$ cat src/rtl/fp_mul_seq_if.sv
// Start/done handshake bundle between the operand router, fp_mul_seq and the FPU result mux.
// Signal names follow the multiplier's port list; clk and rst_n stay on the module.
interface fp_mul_seq_if;
  logic        start;
  logic [31:0] a;
  logic [31:0] b;
  logic        busy;
  logic        done;
  logic [31:0] result;
  logic        overflow;
  logic        underflow;
  logic        invalid;

  modport master (
    output start, a, b,
    input  busy, done, result, overflow, underflow, invalid
  );

  modport slave (
    input  start, a, b,
    output busy, done, result, overflow, underflow, invalid
  );
endinterface

$ cat src/rtl/fp_mul_seq.sv
// Multi-cycle binary32 multiplier: radix-2 shift-add significand product, then normalise and
// round-to-nearest-even. Every operand class takes the same 27-cycle start-to-done path.
module fp_mul_seq #(
  parameter int          MANT_W   = 24,
  parameter int          EXP_BIAS = 127,
  parameter logic [31:0] QNAN     = 32'h7FC00000
) (
  input  logic         clk,
  input  logic         rst_n,
  fp_mul_seq_if.slave  bus
);

  localparam int PROD_W = 2 * MANT_W;
  localparam int FRAC_W = MANT_W - 1;
  localparam int CNT_W  = $clog2(MANT_W + 1);

  typedef enum logic [1:0] {IDLE, MULT, NORM, ROUND} state_t;

  state_t              state_q, state_d;
  logic [CNT_W-1:0]    cnt_q, cnt_d;
  logic [MANT_W-1:0]   mcand_q, mcand_d;
  logic [PROD_W-1:0]   acc_q, acc_d;
  logic                sign_q, sign_d;
  logic signed [9:0]   exp_q, exp_d;
  logic [MANT_W-1:0]   sig_q, sig_d;
  logic                guard_q, guard_d;
  logic                rnd_q, rnd_d;
  logic                sticky_q, sticky_d;
  logic                anyNan_q, anyNan_d;
  logic                anyInf_q, anyInf_d;
  logic                anyZero_q, anyZero_d;
  logic                busy_q, busy_d;
  logic                done_q, done_d;
  logic [31:0]         result_q, result_d;
  logic                overflow_q, overflow_d;
  logic                underflow_q, underflow_d;
  logic                invalid_q, invalid_d;

  logic [7:0]          expA, expB;
  logic [FRAC_W-1:0]   fracA, fracB;
  logic                zeroA, zeroB, infA, infB, nanA, nanB;
  logic [MANT_W-1:0]   manA, manB;
  logic signed [9:0]   expSum;
  logic [MANT_W:0]     partial;
  logic                roundUp;
  logic [MANT_W:0]     sigRnd;
  logic signed [9:0]   expFin;
  logic [FRAC_W-1:0]   fracFin;

  // Denormal inputs (exp=0) are treated as signed zero, so their significand is dropped.
  assign expA   = bus.a[30:23];
  assign expB   = bus.b[30:23];
  assign fracA  = bus.a[FRAC_W-1:0];
  assign fracB  = bus.b[FRAC_W-1:0];
  assign zeroA  = (expA == 8'h00);
  assign zeroB  = (expB == 8'h00);
  assign infA   = (expA == 8'hFF) && (fracA == '0);
  assign infB   = (expB == 8'hFF) && (fracB == '0);
  assign nanA   = (expA == 8'hFF) && (fracA != '0);
  assign nanB   = (expB == 8'hFF) && (fracB != '0);
  assign manA   = zeroA ? '0 : {1'b1, fracA};
  assign manB   = zeroB ? '0 : {1'b1, fracB};
  assign expSum = $signed({2'b00, expA}) + $signed({2'b00, expB}) - $signed(10'(EXP_BIAS));

  // The multiplier sits in the low half of the accumulator and is consumed LSB-first.
  assign partial = {1'b0, acc_q[PROD_W-1:MANT_W]} + (acc_q[0] ? {1'b0, mcand_q} : '0);

  assign roundUp = guard_q & (rnd_q | sticky_q | sig_q[0]);
  assign sigRnd  = {1'b0, sig_q} + {{MANT_W{1'b0}}, roundUp};
  assign expFin  = exp_q + (sigRnd[MANT_W] ? 10'sd1 : 10'sd0);
  assign fracFin = sigRnd[MANT_W] ? sigRnd[MANT_W-1:1] : sigRnd[FRAC_W-1:0];

  always_comb begin
    state_d     = state_q;
    cnt_d       = cnt_q;
    mcand_d     = mcand_q;
    acc_d       = acc_q;
    sign_d      = sign_q;
    exp_d       = exp_q;
    sig_d       = sig_q;
    guard_d     = guard_q;
    rnd_d       = rnd_q;
    sticky_d    = sticky_q;
    anyNan_d    = anyNan_q;
    anyInf_d    = anyInf_q;
    anyZero_d   = anyZero_q;
    busy_d      = busy_q;
    done_d      = 1'b0;
    result_d    = result_q;
    overflow_d  = overflow_q;
    underflow_d = underflow_q;
    invalid_d   = invalid_q;

    case (state_q)
      IDLE: begin
        if (bus.start) begin
          mcand_d   = manA;
          acc_d     = {{MANT_W{1'b0}}, manB};
          sign_d    = bus.a[31] ^ bus.b[31];
          exp_d     = expSum;
          anyNan_d  = nanA | nanB;
          anyInf_d  = infA | infB;
          anyZero_d = zeroA | zeroB;
          cnt_d     = CNT_W'(MANT_W);
          busy_d    = 1'b1;
          state_d   = MULT;
        end
      end

      MULT: begin
        acc_d = {partial, acc_q[MANT_W-1:1]};
        cnt_d = cnt_q - CNT_W'(1);
        if (cnt_q == CNT_W'(1)) begin
          state_d = NORM;
        end
      end

      NORM: begin
        if (acc_q[PROD_W-1]) begin
          sig_d    = acc_q[PROD_W-1 -: MANT_W];
          guard_d  = acc_q[MANT_W-1];
          rnd_d    = acc_q[MANT_W-2];
          sticky_d = |acc_q[MANT_W-3:0];
          exp_d    = exp_q + 10'sd1;
        end else begin
          sig_d    = acc_q[PROD_W-2 -: MANT_W];
          guard_d  = acc_q[MANT_W-2];
          rnd_d    = acc_q[MANT_W-3];
          sticky_d = |acc_q[MANT_W-4:0];
        end
        state_d = ROUND;
      end

      ROUND: begin
        overflow_d  = 1'b0;
        underflow_d = 1'b0;
        invalid_d   = 1'b0;
        // Special operands override the datapath result; earlier branches take priority.
        if (anyNan_q || (anyInf_q && anyZero_q)) begin
          result_d  = QNAN;
          invalid_d = 1'b1;
        end else if (anyInf_q) begin
          result_d = {sign_q, 8'hFF, {FRAC_W{1'b0}}};
        end else if (anyZero_q) begin
          result_d = {sign_q, 31'h0};
        end else if (expFin >= 10'sd255) begin
          result_d   = {sign_q, 8'hFF, {FRAC_W{1'b0}}};
          overflow_d = 1'b1;
        end else if (expFin <= 10'sd0) begin
          result_d    = {sign_q, 31'h0};
          underflow_d = 1'b1;
        end else begin
          result_d = {sign_q, expFin[7:0], fracFin};
        end
        done_d  = 1'b1;
        busy_d  = 1'b0;
        state_d = IDLE;
      end

      default: state_d = IDLE;
    endcase
  end

  always_ff @(posedge clk or negedge rst_n) begin
    if (!rst_n) begin
      state_q     <= IDLE;
      cnt_q       <= '0;
      mcand_q     <= '0;
      acc_q       <= '0;
      sign_q      <= 1'b0;
      exp_q       <= '0;
      sig_q       <= '0;
      guard_q     <= 1'b0;
      rnd_q       <= 1'b0;
      sticky_q    <= 1'b0;
      anyNan_q    <= 1'b0;
      anyInf_q    <= 1'b0;
      anyZero_q   <= 1'b0;
      busy_q      <= 1'b0;
      done_q      <= 1'b0;
      result_q    <= 32'h0;
      overflow_q  <= 1'b0;
      underflow_q <= 1'b0;
      invalid_q   <= 1'b0;
    end else begin
      state_q     <= state_d;
      cnt_q       <= cnt_d;
      mcand_q     <= mcand_d;
      acc_q       <= acc_d;
      sign_q      <= sign_d;
      exp_q       <= exp_d;
      sig_q       <= sig_d;
      guard_q     <= guard_d;
      rnd_q       <= rnd_d;
      sticky_q    <= sticky_d;
      anyNan_q    <= anyNan_d;
      anyInf_q    <= anyInf_d;
      anyZero_q   <= anyZero_d;
      busy_q      <= busy_d;
      done_q      <= done_d;
      result_q    <= result_d;
      overflow_q  <= overflow_d;
      underflow_q <= underflow_d;
      invalid_q   <= invalid_d;
    end
  end

  assign bus.busy      = busy_q;
  assign bus.done      = done_q;
  assign bus.result    = result_q;
  assign bus.overflow  = overflow_q;
  assign bus.underflow = underflow_q;
  assign bus.invalid   = invalid_q;

endmodule
$ cat src/flat_wrapper.sv
// flat-port wrapper written by rule: the top's interface ports become plain ports
module fp_mul_seq_flat 
#(
  parameter int          MANT_W   = 24,
  parameter int          EXP_BIAS = 127,
  parameter logic [31:0] QNAN     = 32'h7FC00000
)
  (clk, rst_n, bus_start, bus_a, bus_b, bus_busy, bus_done, bus_result, bus_overflow, bus_underflow, bus_invalid);
  fp_mul_seq_if bus_i ();
  input  logic clk;
  input  logic rst_n;
  input wire logic [$bits(bus_i.start)-1:0] bus_start;
  input wire logic [$bits(bus_i.a)-1:0] bus_a;
  input wire logic [$bits(bus_i.b)-1:0] bus_b;
  output wire logic [$bits(bus_i.busy)-1:0] bus_busy;
  output wire logic [$bits(bus_i.done)-1:0] bus_done;
  output wire logic [$bits(bus_i.result)-1:0] bus_result;
  output wire logic [$bits(bus_i.overflow)-1:0] bus_overflow;
  output wire logic [$bits(bus_i.underflow)-1:0] bus_underflow;
  output wire logic [$bits(bus_i.invalid)-1:0] bus_invalid;
  assign bus_i.start = bus_start;
  assign bus_i.a = bus_a;
  assign bus_i.b = bus_b;
  assign bus_busy = bus_i.busy;
  assign bus_done = bus_i.done;
  assign bus_result = bus_i.result;
  assign bus_overflow = bus_i.overflow;
  assign bus_underflow = bus_i.underflow;
  assign bus_invalid = bus_i.invalid;
  fp_mul_seq #(.MANT_W(MANT_W), .EXP_BIAS(EXP_BIAS), .QNAN(QNAN)) u_core (.clk(clk), .rst_n(rst_n), .bus(bus_i));
endmodule
$ cat config.mk
export PLATFORM = sky130hd
export DESIGN_NAME = fp_mul_seq_flat
export DESIGN_NICKNAME = d
export VERILOG_FILES = /design/src/rtl/fp_mul_seq_if.sv /design/src/rtl/fp_mul_seq.sv /design/src/flat_wrapper.sv
export SDC_FILE = /design/constraint.sdc
export NUM_CORES = 1
export LEC_CHECK = 0
export ABC_AREA = 1
export CAP_MARGIN = 20
export CORE_ASPECT_RATIO = 1.4
export CORE_UTILIZATION = 30
export CTS_CLUSTER_SIZE = 30
export DETAILED_ROUTE_END_ITERATION = 8
export GPL_TIMING_DRIVEN = 1
export PLACE_DENSITY = 0.53
export SLEW_MARGIN = 20
export SYNTH_ARGS = -nofsm -noshare
export SYNTH_HDL_FRONTEND = slang
export SYNTH_SLANG_ARGS = --single-unit
$ cat constraint.sdc
create_clock -name clk -period 4.7 [get_ports clk]
set_input_delay 0.94 -clock clk [delete_from_list [all_inputs] [get_ports clk]]
set_output_delay 0.94 -clock clk [all_outputs]
set_load 0.01 [all_outputs]
==> results.py <==
metrics = {
    "status": {
        "outcome": "completed",
    },
    "sta": {
        "whs_ps": 481,
        "tightest_slew_ps": 919,
        "drv_slew": 0,
        "slew_headroom": 0.387,
        "fin_ws_ps": 776,
        "period_share": 0.835,
        "report.final.hold_viol_count": 0,
        "finalSetupViolations": 0,
        "fmax_mhz": 255,
        "skew_ps": 11.3,
        "min_period_ps": 3920,
        "finalSetupTns_ps": 0,
        "rsz0062_at_grt": "false",
    },
    "synthesis": {
        "synthesis.nets": 1510,
        "ys_warn_count": 0,
        "synthesis.instances": 1398,
        "ys_seq_area_frac": 0.391,
        "ys_seq_elements": 157,
        "synth_ff_type": "dfrtp_1",
        "synthArstFlopShare": 1.00,
        "synth.avg_cell_area_sq_um": 7.18,
        "synth-edff-count": 0,
        "ys_types": 52,
        "synthesis.area_sq_um": 10000,
    },
    "cts": {
        "cts_made_buffers": 17,
        "cts_tree": "built",
        "post_cts_buffers": 0,
        "cts_hold_buf": 0,
        "clock_latency_ps": 450,
        "cts.clk_slew.worst_paths_ps": 70,
        "cts.sinks": 157,
        "post_cts_resized": 0,
        "clockBufferDepth": 2,
        "htree_levels": 4,
        "cts_root_buffer": "clkbuf_16",
    },
    "floorplanning": {
        "rows": 78,
        "die_area_sq_um": 34200,
        "core_sq_um": 32700,
        "chipWidth_microns": 157,
        "die_h_microns": 218,
        "initial_core_util": 0.307,
        "num_io_pins": 104,
    },
    "placement": {
        "portBuffers": 103,
        "dp_slack_ps": 737,
        "dp_hpwl_microns": 22000,
        "routabilityCongestion": 0.879,
    },
    "route": {
        "drc": 0,
        "m1WireLength_microns": 12700,
        "avgRoutedWirePerCell_microns": 14.5,
        "met3_length_microns": 863,
        "ant_nets": 0,
        "dr_wl_met2_microns": 13900,
        "highest_layer": "met4",
        "first_pass_iters": 7,
        "vias_per_cell": 4.73,
        "vias": 9173,
        "drt_iter0_markers": 420,
        "drt_wl_total_microns": 28100,
    },
    "finish": {
        "nets": 1600,
        "antenna_cells": 0,
        "drive_gt1_frac": 0.0460,
        "multi_input_area_sq_um": 5250,
        "areaGrowthSynthToFinish_pct": 20.5,
        "register_area_sq_um": 3930,
        "n_fill_cell": 3534,
    },
    "grt": {
        "track_usage": 0.175,
        "grt_overflow": 0,
        "antenna_found_initial": 0,
        "grt_pass1_wl_microns": 46900,
        "first_global_vias": 9219,
        "grt_max_degree": 96,
    },
    "critical_path": {
        "cp-endpoint": "u_core.bus.result[18]",
        "r2r_start": "u_core.guard_q",
        "reg2reg_depth": 20,
        "arrival_ps": 4240,
        "worstSetupEndpointType": "flip-flop",
        "critPathLaunch": "u_core.guard_q",
        "worstSetupPathType": "reg2reg",
        "r2r-end": "u_core.bus.result[18]",
        "crit_fanout": 19,
        "cp.required_ps": 5010,
        "crit_path_start_kind": "flip-flop",
        "reg2reg_slack_ps": 780,
    },
    "power": {
        "p_seq_frac": 0.337,
        "power_density_nw_per_um2": 577,
        "power_frac_clock": 0.201,
        "power_frac_comb": 0.461,
        "ir_drop_mv": 0.227,
        "switchingPower_w": 0.00310,
        "p_int_w": 0.00388,
        "switching_share": 0.445,
        "power_leakage_nw": 5.76,
    },
    "min_path": {
        "holdCritPathClass": "reg2reg",
        "min_from": "u_core.mcand_q[6]",
    },
    "flow_run": {
        "cap_violations": 0,
    },
}
-- sequential cells by signal (all words and copies together), names as in the netlist, 2 cells and up --
| register | cells |
|---|---|
| u_core.exp_q | 10 |
| u_core.sig_q | 24 |
| u_core.cnt_q | 5 |
| u_core.mcand_q | 24 |
| u_core.acc_q | 48 |
| u_core.bus.result | 32 |
| u_core.state_q | 2 |
-- worst max-delay path, stage by stage (launching register included) --
cell,delay (ps)
dfrtp_1,380
nand2_1,90
inv_1,140
ha_1,200
nand2_1,70
nor2_1,170
nand2_1,140
nor2_4,160
nand3_1,130
nor3_1,440
ha_1,290
ha_1,270
or2_2,280
nor2_1,110
nand2_1,60
nor2_1,130
nand3_2,150
nand2_2,150
inv_2,60
nand3_4,230
o21ai_0,130
-- Yosys cell counts (5+ instances only) --
| cell | count | share of area |
|---|---|---|
| nand4_1 | 26 | 0.016 |
| o21ai_2 | 10 | 0.0087 |
| a21oi_1 | 111 | 0.055 |
| a22oi_1 | 21 | 0.016 |
| clkbuf_1 | 35 | 0.013 |
| ha_1 | 43 | 0.054 |
| o21ai_0 | 139 | 0.069 |
| o22ai_1 | 11 | 0.0069 |
| inv_1 | 178 | 0.067 |
| nor2_1 | 124 | 0.046 |
| dfrtp_1 | 157 | 0.39 |
| nor3_1 | 20 | 0.010 |
| xor2_1 | 17 | 0.015 |
| a31oi_1 | 5 | 0.0031 |
| nand3_1 | 71 | 0.035 |
| nor4_1 | 14 | 0.0087 |
| nand2_1 | 354 | 0.13 |
-- routing by layer --
layer  global-route usage  vias up
met5                    0        -
met4               0.0614        0
met3               0.0311       34
met2                0.304      140
met1                0.216     4210
li1                     -     4789
-- kinds of logic after synthesis --
logic type,after synthesis,share of synthesized area
buffers and inverters,225,0.0864
adder cells (fa/ha/maj),45,0.0576
multiplexers,1,0.000997
AND/OR/NAND/NOR,631,0.268
AO/OA/AOI/OAI,317,0.175
flip-flops,157,0.391
XOR/XNOR,22,0.0211
-- power groups by stage --
stage | Clock (W) | Combinational (W) | Sequential (W)
floorplan | 0 | 0.00232 | 0.00225
global route | 0.00150 | 0.00370 | 0.00244
finish | 0.00140 | 0.00322 | 0.00235
CTS | 0.00144 | 0.00326 | 0.00236
detailed placement | 0 | 0.00325 | 0.00238
global placement | 0 | 0.00322 | 0.00237
-- metrics by stage --
| step | total power (W) | instance area, sq um | util | std cells |
|---|---|---|---|---|
| 2_1_floorplan | 0.00456 | 10000 | - | 1398 |
| 3_3_place_gp | 0.00558 | 11500 | 0.352 | 1909 |
| 3_5_place_dp | 0.00563 | 11500 | 0.352 | 1909 |
| 4_1_cts | 0.00705 | 12100 | 0.370 | 1940 |
| 5_1_grt | 0.00763 | 12100 | 0.370 | 1940 |
| 6_report | 0.00698 | 12100 | 0.370 | 1940 |
-- cells in the final DEF, fill, tap and decap left out, drive strengths merged, types with 11 or more instances in the layout --
cell	instances
nand4	27
nand3	74
nor3	20
xor2	18
nor4	14
inv	183
o22ai	11
dfrtp	157
nand2	357
clkbuf	20
ha	43
o21ai	152
clkdlybuf4s50	102
buf	12
a22oi	21
nor2	128
a21oi	111
-- final cells by class --
| type | count | area share |
|---|---|---|
| clock buffers | 20 | 0.0369 |
| clock inverters | 11 | 0.0110 |
| inverters | 182 | 0.0565 |
| multi-input cells | 1016 | 0.433 |
| flip-flops and latches | 157 | 0.325 |
| well taps | 440 | 0.0455 |
| repair buffers | 114 | 0.0921 |
-- worst min path at each step --
| stage | endpoint | slack [ps] | cells past startpoint |
|---|---|---|---|
| finish | u_core.mcand_q[6] | 480 | 2 |
| detailed placement | u_core.mcand_q[6] | 470 | 2 |
| global route | u_core.mcand_q[6] | 500 | 2 |
| CTS | u_core.mcand_q[6] | 490 | 2 |
| floorplan | u_core.rnd_q | 450 | 2 |
| global placement | u_core.mcand_q[4] | 460 | 2 |
Note: power is estimated with default switching activity, not from simulation.
==> RTL change (config.mk and constraints unchanged) <==
`QNAN` is set to 32'h7FC00000 in 2 places; all go to 32'h40000000.
--- a/src/rtl/fp_mul_seq.sv
+++ b/src/rtl/fp_mul_seq.sv
@@ -4,5 +4,5 @@
   parameter int          MANT_W   = 24,
   parameter int          EXP_BIAS = 127,
-  parameter logic [31:0] QNAN     = 32'h7FC00000
+  parameter logic [31:0] QNAN     = 32'h40000000
 ) (
   input  logic         clk,
--- a/src/flat_wrapper.sv
+++ b/src/flat_wrapper.sv
@@ -4,5 +4,5 @@
   parameter int          MANT_W   = 24,
   parameter int          EXP_BIAS = 127,
-  parameter logic [31:0] QNAN     = 32'h7FC00000
+  parameter logic [31:0] QNAN     = 32'h40000000
 )
   (clk, rst_n, bus_start, bus_a, bus_b, bus_busy, bus_done, bus_result, bus_overflow, bus_underflow, bus_invalid);
Behaviour: no difference found for any inputs over 10 cycles, from zero or initial values and one cycle with rst_n low; that may be too few to reach the edited logic, so the function may still have changed.
==> RTL change against the original RTL <==
Routed wire length shrank 0.19%. Sequential cell count is the same. Clock power shrank 5%. Cell area grew 1.8%. Global-route usage shrank 0.46 points. Sequential share of layout area shrank 0.58 points. Area after synthesis grew 1.9%. Total power shrank 2.1%. Cell count grew 2.3%. Utilization shrank 0.14 points. Worst hold slack lost 71 ps. Setup slack gained 150 ps.
==> RTL change: results (changes against the original RTL) <==
metric,value,unit,change
Post-Route Skew,11.0,ps,-0.347 ps
cts repair resizes,0,,unchanged
fraction of the yosys area taken by sequential cells,38.4,%,-0.72 points
pin count of the biggest net entering global routing,104,,+8.3%
CP Data Arrival Time,4090,ps,-150 ps
post-detailed-routing wire length,28.1,mm,-0.19%
share of final-layout standard cells stronger than drive strength 1,5.78,%,+1.2 points
net count after synthesis,1547,,+2.5%
Top Family by Delay on Critical Path,simple AND/OR/NAND/NOR gates,,
number of global-route vias before repair,9259,,+0.43%
standard cell with the maximum stage delay on the critical path,sky130_fd_sc_hd__dfrtp_1,,
headroom to the max-slew limit,39.3,%,+0.55 points
Via-to-Cell Ratio,4.74,,+0.33%
"IR drop worst, VDD",253,uV,+11%
count of distinct cell types in the synthesized netlist,54,,+3.8%
cell chosen for the clock root,sky130_fd_sc_hd__clkbuf_16,,
post-detailed-placement half-perimeter wirelength,21.9,mm,-0.24%
post-CTS setup-driven buffer insertion count,0,,unchanged
count of input and output buffers,103,,unchanged
Max stage delay on crit path,360,ps,-80 ps
NumNets Final,1638,,+2.4%
Worst Path Max Fanout,13,,-6
Filler cells,3642,,+3.1%
drt first pass iters,5,,-2
ranking of synthesized cells by instance count,"sky130_fd_sc_hd__nand2_1, sky130_fd_sc_hd__inv_1, sky130_fd_sc_hd__dfrtp_1",,
synth warn,0,,unchanged
overall track demand over capacity in global routing,17.0,%,-0.46 points
worst hold path class,in -> async,,
top cells by area in the synthesized netlist,"sky130_fd_sc_hd__dfrtp_1, sky130_fd_sc_hd__nand2_1, sky130_fd_sc_hd__inv_1, sky130_fd_sc_hd__o21ai_0, sky130_fd_sc_hd__ha_1",,
antenna cell count,0,,unchanged
cell area reported after detailed placement,11700,um^2,+1.7%
status,"complete, no violations",,
Clock H-tree levels,4,,unchanged
clock-pin transition on the worst setup and hold timing paths,70,ps,about the same
gpl congestion,0.859,,-2.3%
CTS buffer count,17,,unchanged
clock latency at the later pin of the worst-skew pair,440,ps,
CTS max path bufs,2,,unchanged
number of antenna violations at the first check in global routing,0,,unchanged
asr flop ratio synth,100,%,unchanged
iteration-0 DRC count of the detailed router,436,,+3.8%
leak pwr,0.00599,uW,+4.0%
register with the most flip-flops,u_core.acc_q,,
global-route wire length before repair,46.9,mm,about the same
max reg flops,48,,unchanged
[RTL change: through the flow]
step | util (%) | setup slack (ps) | cells
after floorplan | - | 1570 | 1435
after CTS | 36.7 | 890 | 1982
final | 36.9 | 928 | 1984
after detailed placement | 35.1 | 921 | 1950
after global routing | 36.9 | 421 | 1984
after global placement | 35.1 | 1010 | 1950
[RTL change: worst paths after layout]
path	startpoint	endpoint	slack, ps	depth (start not counted)
min in group clk	u_core.bus.result[26]	u_core.bus.result[26]	480	2
min	rst_n	u_core.acc_q[10]	410	1
max	u_core.guard_q	u_core.bus.result[18]	930	24
max reg2reg	u_core.guard_q	u_core.bus.result[18]	930	24
max in group asynchronous	rst_n	u_core.bus.result[20]	3610	2
min reg2reg	u_core.bus.result[26]	u_core.bus.result[26]	480	2
[RTL change: per-layer routing]
metal	share of wire, %	track usage (%)
met1	45	21.2
met2	50	29.9
met4	2.0	6.03
met5	0	0
met3	3.1	2.23
[RTL change: final cells by class]
| class | count | area (um^2) | share of cell area [%] |
|---|---|---|---|
| multi-input combinational | 1043 | 5390 | 43.8 |
| sequential | 157 | 3930 | 31.9 |
| timing repair buffer | 114 | 1170 | 9.47 |
| inverter | 193 | 727 | 5.90 |
| tap | 445 | 557 | 4.52 |
| clock buffer | 21 | 440 | 3.57 |
| clock inverter | 11 | 109 | 0.884 |
[RTL change: cell families (layout without fill, tap and decap cells)]
kind of cell             Yosys count  count (layout)  synth area share (%)
AO/OA/AOI/OAI                    309             309                  16.7
flip-flops                       157             157                  38.4
XOR/XNOR                          19              19                  1.81
adder cells (fa/ha/maj)           45              45                  5.65
AND/OR/NAND/NOR                  669             669                  28.4
multiplexers                       1               1                0.0979
buffers and inverters            235             339                  8.89
[RTL change: report_power, final]
part           switching, uW  leakage (uW)  internal, uW
Clock                    598      0.000267           736
Sequential               480       0.00198          1860
Combinational           2000       0.00374          1150
